File: src/rtl/sa_pkg.sv
// Shared definitions for the 4x4 systolic array feeder.
// Contents:
//   N            array dimension
//   STREAM_BEATS number of skewed beats per tile (2*N-1)
//   BEAT_W       width of the beat counter
//   state_t      feeder FSM state encoding
//   elem_idx()   bit offset of tile element [r][c] in a row-major packed tile
package sa_pkg;

    localparam int N            = 4;
    localparam int STREAM_BEATS = 2 * N - 1;
    localparam int BEAT_W       = $clog2(STREAM_BEATS);

    typedef enum logic [1:0] {
        ST_IDLE   = 2'd0,
        ST_STREAM = 2'd1,
        ST_DRAIN  = 2'd2,
        ST_DONE   = 2'd3
    } state_t;

    function automatic int elem_idx(input int r, input int c, input int bw);
        return (4 * r + c) * bw;
    endfunction

endpackage

File: src/rtl/skew_lane.sv
// One output lane of the skewed feeder.
// Row mode (COL_MODE=0): emits tile[LANE][beat-LANE] (A row, west side).
// Column mode (COL_MODE=1): emits tile[beat-LANE][LANE] (B column, north side).
// Outside the 4-beat window of this lane, or when inactive, the lane is 0.
// Ports:
//   tile_i    packed 4x4 tile, element [r][c] at (4*r+c)*BIT_WIDTH
//   beat_i    current beat index t
//   active_i  lane is streaming this beat
//   lane_o    selected element (combinational)
module skew_lane
    import sa_pkg::*;
#(
    parameter int BIT_WIDTH = 16,
    parameter int LANE      = 0,
    parameter bit COL_MODE  = 1'b0
) (
    input  logic [16*BIT_WIDTH-1:0] tile_i,
    input  logic [BEAT_W-1:0]       beat_i,
    input  logic                    active_i,
    output logic [BIT_WIDTH-1:0]    lane_o
);

    // The lane is delayed by LANE beats, so element k appears at beat LANE+k.
    always_comb begin
        lane_o = '0;
        for (int k = 0; k < N; k++) begin
            if (active_i && (int'(beat_i) == LANE + k)) begin
                if (COL_MODE) begin
                    lane_o = tile_i[elem_idx(k, LANE, BIT_WIDTH) +: BIT_WIDTH];
                end else begin
                    lane_o = tile_i[elem_idx(LANE, k, BIT_WIDTH) +: BIT_WIDTH];
                end
            end
        end
    end

endmodule

File: src/rtl/systolic_feeder_4x4.sv
// Transmit side of the 4x4 systolic array's skewed north/west interface.
// Accepts an A and a B tile through valid/ready, streams them diagonally
// staggered over 7 beats, drains DRAIN_CYCLES zero cycles, then pulses done.
// Ports:
//   clk, rst               clock, asynchronous active-high reset
//   in_valid / in_ready    tile handshake (ready only while idle)
//   a_tile, b_tile         A[i][k], B[k][j] packed at (4*r+c)*BIT_WIDTH
//   west_out0..3           skewed A rows, registered
//   north_out0..3          skewed B columns, registered
//   busy                   tile in flight (stream, drain, done)
//   done                   one-cycle pulse when the tile has been flushed
module systolic_feeder_4x4
    import sa_pkg::*;
#(
    parameter int BIT_WIDTH    = 16,
    parameter int FRAC_WIDTH   = 8,
    parameter int DRAIN_CYCLES = 4
) (
    input  logic                    clk,
    input  logic                    rst,
    input  logic                    in_valid,
    output logic                    in_ready,
    input  logic [16*BIT_WIDTH-1:0] a_tile,
    input  logic [16*BIT_WIDTH-1:0] b_tile,
    output logic [BIT_WIDTH-1:0]    west_out0,
    output logic [BIT_WIDTH-1:0]    west_out1,
    output logic [BIT_WIDTH-1:0]    west_out2,
    output logic [BIT_WIDTH-1:0]    west_out3,
    output logic [BIT_WIDTH-1:0]    north_out0,
    output logic [BIT_WIDTH-1:0]    north_out1,
    output logic [BIT_WIDTH-1:0]    north_out2,
    output logic [BIT_WIDTH-1:0]    north_out3,
    output logic                    busy,
    output logic                    done
);

    // Data is passed through bit-exact; FRAC_WIDTH only has to be sane.
    if (FRAC_WIDTH < 0 || FRAC_WIDTH >= BIT_WIDTH) begin : g_bad_frac
        $error("FRAC_WIDTH must lie in [0, BIT_WIDTH)");
    end

    localparam int DW = (DRAIN_CYCLES > 1) ? $clog2(DRAIN_CYCLES) : 1;

    state_t                  state_q, state_d;
    logic [BEAT_W-1:0]       beat_q, beat_d;
    logic [DW-1:0]           drain_q, drain_d;
    logic [16*BIT_WIDTH-1:0] a_q, a_d, b_q, b_d;
    logic                    accept;
    logic                    lane_active;
    logic [BIT_WIDTH-1:0]    west_d  [N];
    logic [BIT_WIDTH-1:0]    north_d [N];
    logic [BIT_WIDTH-1:0]    west_q  [N];
    logic [BIT_WIDTH-1:0]    north_q [N];

    always_comb begin
        state_d = state_q;
        beat_d  = beat_q;
        drain_d = drain_q;
        accept  = 1'b0;
        unique case (state_q)
            ST_IDLE: begin
                if (in_valid) begin
                    accept  = 1'b1;
                    state_d = ST_STREAM;
                    beat_d  = '0;
                end
            end
            ST_STREAM: begin
                if (beat_q == BEAT_W'(STREAM_BEATS - 1)) begin
                    beat_d  = '0;
                    drain_d = '0;
                    state_d = (DRAIN_CYCLES == 0) ? ST_DONE : ST_DRAIN;
                end else begin
                    beat_d = beat_q + BEAT_W'(1);
                end
            end
            ST_DRAIN: begin
                if (drain_q == DW'(DRAIN_CYCLES - 1)) begin
                    state_d = ST_DONE;
                end else begin
                    drain_d = drain_q + DW'(1);
                end
            end
            ST_DONE: state_d = ST_IDLE;
            default: state_d = ST_IDLE;
        endcase
        // On the accept edge the lanes read the incoming tile directly so
        // beat 0 lands in the output registers on that same edge.
        a_d = accept ? a_tile : a_q;
        b_d = accept ? b_tile : b_q;
    end

    // Lanes look at next-state so outputs register the beat being entered.
    assign lane_active = (state_d == ST_STREAM);

    for (genvar g = 0; g < N; g++) begin : g_lane
        skew_lane #(
            .BIT_WIDTH(BIT_WIDTH),
            .LANE     (g),
            .COL_MODE (1'b0)
        ) u_west (
            .tile_i  (a_d),
            .beat_i  (beat_d),
            .active_i(lane_active),
            .lane_o  (west_d[g])
        );
        skew_lane #(
            .BIT_WIDTH(BIT_WIDTH),
            .LANE     (g),
            .COL_MODE (1'b1)
        ) u_north (
            .tile_i  (b_d),
            .beat_i  (beat_d),
            .active_i(lane_active),
            .lane_o  (north_d[g])
        );
    end

    always_ff @(posedge clk or posedge rst) begin
        if (rst) begin
            state_q <= ST_IDLE;
            beat_q  <= '0;
            drain_q <= '0;
            a_q     <= '0;
            b_q     <= '0;
            for (int i = 0; i < N; i++) begin
                west_q[i]  <= '0;
                north_q[i] <= '0;
            end
        end else begin
            state_q <= state_d;
            beat_q  <= beat_d;
            drain_q <= drain_d;
            a_q     <= a_d;
            b_q     <= b_d;
            for (int i = 0; i < N; i++) begin
                west_q[i]  <= west_d[i];
                north_q[i] <= north_d[i];
            end
        end
    end

    assign in_ready   = (state_q == ST_IDLE);
    assign busy       = (state_q != ST_IDLE);
    assign done       = (state_q == ST_DONE);

    assign west_out0  = west_q[0];
    assign west_out1  = west_q[1];
    assign west_out2  = west_q[2];
    assign west_out3  = west_q[3];
    assign north_out0 = north_q[0];
    assign north_out1 = north_q[1];
    assign north_out2 = north_q[2];
    assign north_out3 = north_q[3];

endmodule

File: config.mk
export PLATFORM = sky130hd
export DESIGN_NAME = systolic_feeder_4x4
export DESIGN_NICKNAME = d
export VERILOG_FILES = /design/src/rtl/sa_pkg.sv /design/src/rtl/skew_lane.sv /design/src/rtl/systolic_feeder_4x4.sv
export SDC_FILE = /design/constraint.sdc
export NUM_CORES = 2
export LEC_CHECK = 0
export CAP_MARGIN = 20
export CORE_MARGIN = 4
export CORE_UTILIZATION = 45
export DETAILED_ROUTE_END_ITERATION = 7
export PLACE_DENSITY = 0.77
export SYNTH_ARGS = -nofsm -noshare
export SYNTH_HDL_FRONTEND = slang
export SYNTH_HIERARCHICAL = 1
export SYNTH_SLANG_ARGS = --single-unit
File: constraint.sdc
create_clock -name clk -period 50.2 [get_ports clk]
set_input_delay 15.06 -clock clk [delete_from_list [all_inputs] [get_ports clk]]
set_output_delay 15.06 -clock clk [all_outputs]
set_load 0.01 [all_outputs]
After elaboration in Yosys (flattened, before gate mapping)
Cells that the tools add are included.
W data, S select, Z words.

storage, ports and cells
  bits in registers = 647
  input port bits = 515
  output and inout port bits = 131
  word-level logic and storage cells = 87

operators by class
  add/sub/neg operators = 2
  equal/unequal tests = 14
  mux-type cells = 46
  reductions and logical operators = 12

operator list
  operator               count
  $mux W16               32
  $mux W256              2
  $eq A3 B3 Y1 const B   5
  $mux W2                5
  $pmux W2 S4            1
  $logic_and A1 B1 Y1    7
  $eq A2 B2 Y1 const B   3
  $eq A3 B2 Y1 const B   2
  $mux W3                2
  $pmux W3 S2            1
  $eq A2 B1 Y1 const B   2
  $ne A2 B2 Y1 const B   2
  $pmux W2 S2            1
  $reduce_bool A2 Y1     2
  $add A3 B1 Y3 const B  1
  $logic_not A3 Y1       1
  $reduce_and A3 Y1      1
  $add A2 B1 Y2 const B  1
  $logic_not A2 Y1       1
  $mux W1                2

Longest topological paths before layout
  word-level depth = 9
  gate-level depth with buffers = 11
  gate-level depth less buffers = 7

Cells and area by module
Netlist, hierarchy kept.

modules (own cells, without submodules)
  module                              times used  cells each  area an instance (µm²)  seq. area each (µm²)
  systolic_feeder_4x4                 1           1246        23311.1                 16190.5
  skew_lane at g_lane[1].u_north ...  2           94          595.6                   0.0
  skew_lane at g_lane[2].u_north ...  2           56          543.0                   0.0
  skew_lane at g_lane[3].u_north ...  2           83          519.2                   0.0
  skew_lane at g_lane[0].u_north ...  2           57          483.0                   0.0

Worst setup path before layout
OpenSTA, ideal clock, no wires.

  path type = in2reg
  start point = input in_valid
  end point = register north_q, in the netlist north_out3[0]
  setup time = 0.083 ns
  arrival time = 17.252 ns
  data required time = 50.117 ns
  slack = 32.865 ns
  cell stages on the path = 7
  buffers on the path = 2
  cell sequence = o21bai_1 -> nor2b_1 -> buf_2 -> and4b_1 -> clkbuf_1 -> nand2_1 -> o21ai_0

RTL lines
  item                           line                        RTL
  start, declared                systolic_feeder_4x4.sv:21   input logic in_valid,
  end signal, assigned by index  systolic_feeder_4x4.sv:138  north_q[i] <= north_d[i];
  end, declared                  systolic_feeder_4x4.sv:53   logic [BIT_WIDTH-1:0] north_q [N];

==> impl_metrics.env <==
export IMPL_fin_crit_ps=18990
export IMPL_power_leakage_nw=15.2
export IMPL_syn_num_nets=2342
export IMPL_finalCritPeriodShare_pct=37.8
export IMPL_die_h_um=256
export IMPL_yosys_area_top_type="dfrtp_1"
export IMPL_worstPathRequired_ps=50660
export IMPL_async_reset_ff_share_pct=100
export IMPL_r2r_start="state_q[1]"
export IMPL_grt_usage_pct=23.0
export IMPL_crit_start="in_valid"
export IMPL_synth_most_common_cell="dfrtp_1"
export IMPL_syn2layout_area_growth_pct=30.4
export IMPL_crit_type="in2reg"
export IMPL_status="complete, no violations"
export IMPL_place_ws_ps=30660
export IMPL_maxCapViolCount=0
export IMPL_drv_slew=0
export IMPL_skew_ps=23.2
export IMPL_cts_sinks=647
export IMPL_cts_htree_levels=3
export IMPL_ys_seq_area_share_pct=58.7
export IMPL_std_cell_rows=90
export IMPL_syn_avg_cell_area_um2=15.1
export IMPL_post_cts_setup_buffers=0
export IMPL_grt_max_degree=179
export IMPL_ys_seq_elements=647
export IMPL_drt_total_wl_mm=77.4
export IMPL_grt_pass1_wl_mm=117
export IMPL_r2r_cells=9
export IMPL_finalPower_mw=2.42
export IMPL_cellPowerDensity_nw_per_um2=67.1
export IMPL_coreArea_um2=60600
export IMPL_finalSetupTns_ps=0
export IMPL_dieArea_um2=65300
export IMPL_irDropWorstVdd_mv=0.0385
export IMPL_initial_core_util_pct=45.5
export IMPL_hold_violations=0
export IMPL_grt_pass1_vias=19200
export IMPL_clk_path_buf_depth=3
export IMPL_avgRoutedWirePerCell_um=23.4
export IMPL_synth_warnings=6
export IMPL_die_x_um=256
export IMPL_clk_pin_slew_worst_paths_ps=60
export IMPL_r2r_slack_ps=45290
export IMPL_synth_main_ff_cell="dfrtp_1"
export IMPL_cts_buffers=68
export IMPL_grt_overflow=0
export IMPL_vias_per_cell=5.31
export IMPL_drt_iter0_drc=1063
export IMPL_rsz0062_at_grt="false"
export IMPL_cp_endpoint="north_out3[2]"
export IMPL_place_port_buffers=645
export IMPL_crit_arrival_ps=19460
export IMPL_cp_max_fo=62
export IMPL_cts_root_buf="clkbuf_16"
export IMPL_worst_slew_pin_slew_ps=1150
export IMPL_worstReg2RegEnd="north_out3[2]"
export IMPL_num_vias=17500
export IMPL_fin_ws_ps=31210
export IMPL_antenna_found_initial=38
export IMPL_setup_viol_count_final=0
export IMPL_cts_tree="done"
export IMPL_synth_edf_count=0
export IMPL_ant_nets=0
export IMPL_crit_path_end_kind="flip-flop"
export IMPL_synth_area_top_cells="dfrtp_1 (59%), mux2_2 (19%), mux2i_1 (4.8%)"
export IMPL_synthCells=1826
export IMPL_fin_nets=2957
export IMPL_hp_class="reg2reg"
export IMPL_gp_congestion=0.858
export IMPL_placed_cells=3152
export IMPL_synth_top_area_share_pct=58.7
export IMPL_drc_errors=0
export IMPL_fin_cells=3304
export IMPL_ios=646
export IMPL_drive_above_1_share_pct=26.6
export IMPL_synth_cell_types=49
export IMPL_hold_buffers=0
export IMPL_synth_commonest_cells="dfrtp_1 (647), mux2_2 (466), mux2i_1 (132)"
export IMPL_start_kind="input pin"
export IMPL_dr_pass1_iters=5
export IMPL_slew_headroom_pct=23.5
export IMPL_timing_fmax_mhz=52.6
export IMPL_insertion_delay_ps=600
export IMPL_post_dp_hpwl_mm=55.0
export IMPL_syn_area_um2=27600
export IMPL_cts_repair_resized=0
==> cell families (layout without fill, tap and decap cells) <==
group,Yosys count,count (layout),synth area share [%]
other cells,0,33,0
fa+ha+maj,1,1,0.0453
xor+xnor,1,1,0.0317
buf+inv,122,785,5.74
compound gates,252,252,5.90
flops,647,647,58.7
mux,644,644,26.1
simple gates,159,159,3.51
==> metrics by stage <==
step / cell area (µm²) / util, % / hold slack, ps
global placement: 33600 / 55.5 / 461
global route: 36000 / 59.4 / 497
detailed placement: 33600 / 55.5 / 469
CTS: 35900 / 59.2 / 484
finish: 36000 / 59.4 / 482
floorplan: 27600 / - / 450
==> final cells by class <==
type | instances | area (µm²)
Multi-Input combinational cell | 1057 | 9840
Clock buffer | 104 | 2040
Timing Repair Buffer | 664 | 6640
Fill cell | 4698 | 24600
Tap cell | 782 | 978
Clock inverter | 14 | 181
Antenna cell | 33 | 82.6
Inverter | 3 | 18.8
Sequential cell | 647 | 16200
==> worst max-delay path, stage by stage <==
cell and delay [ps]:
clkdlybuf4s50_1 480, and2_4 630, buf_4 850, buf_4 640
buf_4 720, mux2_2 420, a22o_2 230, a221o_1 280
==> metal layers <==
layer | vias to the layer above | GRT usage [%] | wire [µm] | part of all wire, %
met4 | 10 | 11.6 | 3400 | 4.4
met2 | 553 | 39.0 | 39500 | 51
li1 | 7851 | - | - | -
met1 | 8949 | 27.0 | 29400 | 38
met3 | 175 | 6.52 | 5070 | 6.6
met5 | - | 0 | 74 | 0.096
==> power breakdown <==
part	switching (mW)	internal, mW
logic	0.554	0.515
clock network	0.206	0.296
registers	0.0685	0.776
total	0.828	1.59
==> worst min path at each step <==
stage / startpoint / endpoint / slack [ps] / depth (start not counted)
floorplan: a_q[70] / a_q[70] / 450 / 1
global placement: b_q[182] / b_q[182] / 460 / 1
detailed placement: b_q[180] / b_q[180] / 470 / 1
CTS: b_q[180] / b_q[180] / 480 / 1
global route: b_q[177] / b_q[177] / 500 / 1
finish: a_q[70] / a_q[70] / 480 / 1
==> registers in the layout (all words and copies together) (netlist names) <==
name / cells
b_q: 256
drain_q: 2
state_q: 2
north_out2: 16
a_q: 256
north_out0: 16
west_out0: 16
west_out1: 16
north_out1: 16
beat_q: 3
west_out2: 16
north_out3: 16
west_out3: 16
==> cell usage in the layout, fill, tap and decap left out, types with 8 or more instances in the layout <==
master and count:
o21ai_0 73, nand2_1 54, a2bb2oi_1 18, a21oi_1 32
o22ai_1 65, mux2i_1 132, clkbuf_8 14, clkbuf_1 19
a22o_1 8, nor2_1 33, mux2_1 16, mux2_4 30
diode_2 33, clkbuf_16 71, buf_4 16, dfrtp_1 647
nor2_2 20, a221o_1 12, o31ai_1 30, and2_1 13
clkdlybuf4s50_1 645, mux2_2 466
(Power assumes the default switching activity.)
==> RTL change, RTL diff (same settings) <==
`DRAIN_CYCLES`: 4 -> 8.
--- a/src/rtl/systolic_feeder_4x4.sv
+++ b/src/rtl/systolic_feeder_4x4.sv
@@ -15,5 +15,5 @@
     parameter int BIT_WIDTH    = 16,
     parameter int FRAC_WIDTH   = 8,
-    parameter int DRAIN_CYCLES = 4
+    parameter int DRAIN_CYCLES = 8
 ) (
     input  logic                    clk,
Function: no difference found for any inputs over 4 cycles, from zero or initial values and one cycle with rst high; that may be too few to reach the edited logic, so the function may still have changed.
==> RTL change against the unedited design <==
- maximum frequency decreased by 7.9%
- critical endpoint unchanged
- routed wire length up 3.2%
- worst hold slack improved by 0.0076 ns
- setup slack got worse by 1.6 ns
- register-to-register slack lost 1.7 ns
- area after synthesis increased by 5.7%
- cell area increased by 4.9%
- power is 7.3% higher
- critical path depth is 1 higher
- sequential cell count increased by 1
==> RTL change: results (changes against the unedited design) <==
Status
  – Status: finished clean

Placement
  – Place WS: 29.07 ns (-1.59 ns)
  – Placer Congestion: 0.876 (+2.2%)
  – Area post-placement: 35,200 um2 (+4.7%)
  – Post-Place Cells: 3,231 (+2.5%)

Global routing
  – Number of global-route vias before repair: 19,700 (+2.6%)
  – Antenna violations before repair: 18 (-53%)
  – Grt met1 use: 28.3% (+1.3 points)
  – Largest net degree at the start of global routing: 171 (-4.5%)
  – Met2 Use GR: 37.7% (-1.3 points)
  – GR Layer Usage met3: 7.25% (+0.73 points)
  – Tot GR Track Use: 22.5% (-0.52 points)
  – First-pass GRT wire length: 122,000 um (+4.3%)

Power
  – Peak supply drop: 49.8 uV (+29%)
  – Sw frac: 33.3% (-0.95 points)
  – Lkg Pwr: 16.5 nW (+8.7%)

Route
  – Met1 wire length: 32,300 um (+10%)
  – Routed WL: 79,800 um (+3.2%)
  – Via count: 17,800 (+1.4%)
  – Detail Route met3 WL: 6410 um (+26%)
  – Drt wl/cell: 23.7 um (+1.2%)
  – 1st-iter DRT viols: 1,162 (+9.3%)
  – Metal2 WL: 39,400 um (about the same)

Logic synthesis
  – Commonest cells in the netlist: dfrtp_1 (648), mux2_4 (410), mux2i_1 (133), mux2_2 (102), o21ai_0 (74)
  – Synth area leaders: dfrtp_1 (56%), mux2_4 (21%), mux2i_1 (4.6%)
  – Post-synthesis adder-cell area fraction: 0.0858% (+0.040 points)
  – Compound-cell area share of the yosys netlist: 5.63% (-0.27 points)
  – Seq/Total Area, Yosys: 55.6% (-3.1 points)
  – Post-synthesis mux area share: 29.6% (+3.5 points)
  – Synthesized net count: 2,348 (+0.26%)
  – Yosys warnings: 6 (unchanged)
  – Synth Instances: 1,831 (+0.27%)
  – Area share of xor/xnor cells in the synthesized design: 0% (-0.032 points)

Clock tree
  – Clock sink count: 648 (+0.15%)
  – Total CTS buffers: 69 (+1.5%)
  – # H-tree levels: 3 (unchanged)

Critical path
  – CP arrival: 21.11 ns (+1.65 ns)
  – Slowest Stage Delay on Critical Path: 0.92 ns (+0.07 ns)
  – Worst reg2reg path depth: 10 (+1)

Die
  – Full die area: 68,900 um2 (+5.5%)

Layout
  – Clock buffers: 90 (-13%)
  – Non-clock buffer share: 17.6% (-0.83 points)
  – Register area: 16,200 um2 (+0.16%)
  – Layout fillers: 4,892 (+4.1%)
  – Bufs w/o clock: 666 (+0.30%)
  – ClkCell Share: 6.46% (+0.28 points)
  – Fraction of area in registers: 43.0% (-2.0 points)
  – Layout Nets: 2,966 (+0.30%)
  – Ant diodes: 14 (-58%)
  – Total number of multi-input combinational cells: 1,061 (+0.38%)

Hold path
  – Hold EP: a_q[172]$_DFF_PP0_
  – Min-delay src: a_q[172]$_DFF_PP0_
  – WHS Path Cells: 1 (unchanged)

Timing
  – Worst-Margin Slew: 1.08 ns (-0.0652 ns)
  – Worst hold slack: 0.489 ns (+0.00760 ns)
  – Final worst clock skew: 0.0249 ns (+0.00167 ns)
[RTL change: power groups by stage]
stage / clock network, mW / logic, mW / registers, mW
floorplan: 0 / 0.939 / 0.858
finish: 0.545 / 1.19 / 0.858
global route: 0.578 / 1.27 / 0.879
detailed placement: 0 / 1.18 / 0.862
global placement: 0 / 1.15 / 0.856
CTS: 0.556 / 1.19 / 0.860
[RTL change: worst max-delay path by stage]
stage	start	endpoint	slack [ns]	depth (start not counted)
finish	in_valid	north_out3[2]$_DFF_PP0_	29.57	9
detailed placement	in_valid	north_out3[2]$_DFF_PP0_	29.07	9
global placement	in_valid	north_out3[2]$_DFF_PP0_	29.21	9
CTS	in_valid	north_out3[2]$_DFF_PP0_	29.70	9
global route	in_valid	north_out3[2]$_DFF_PP0_	29.36	9
floorplan	rst	a_q[0]$_DFF_PP0_	16.98	1
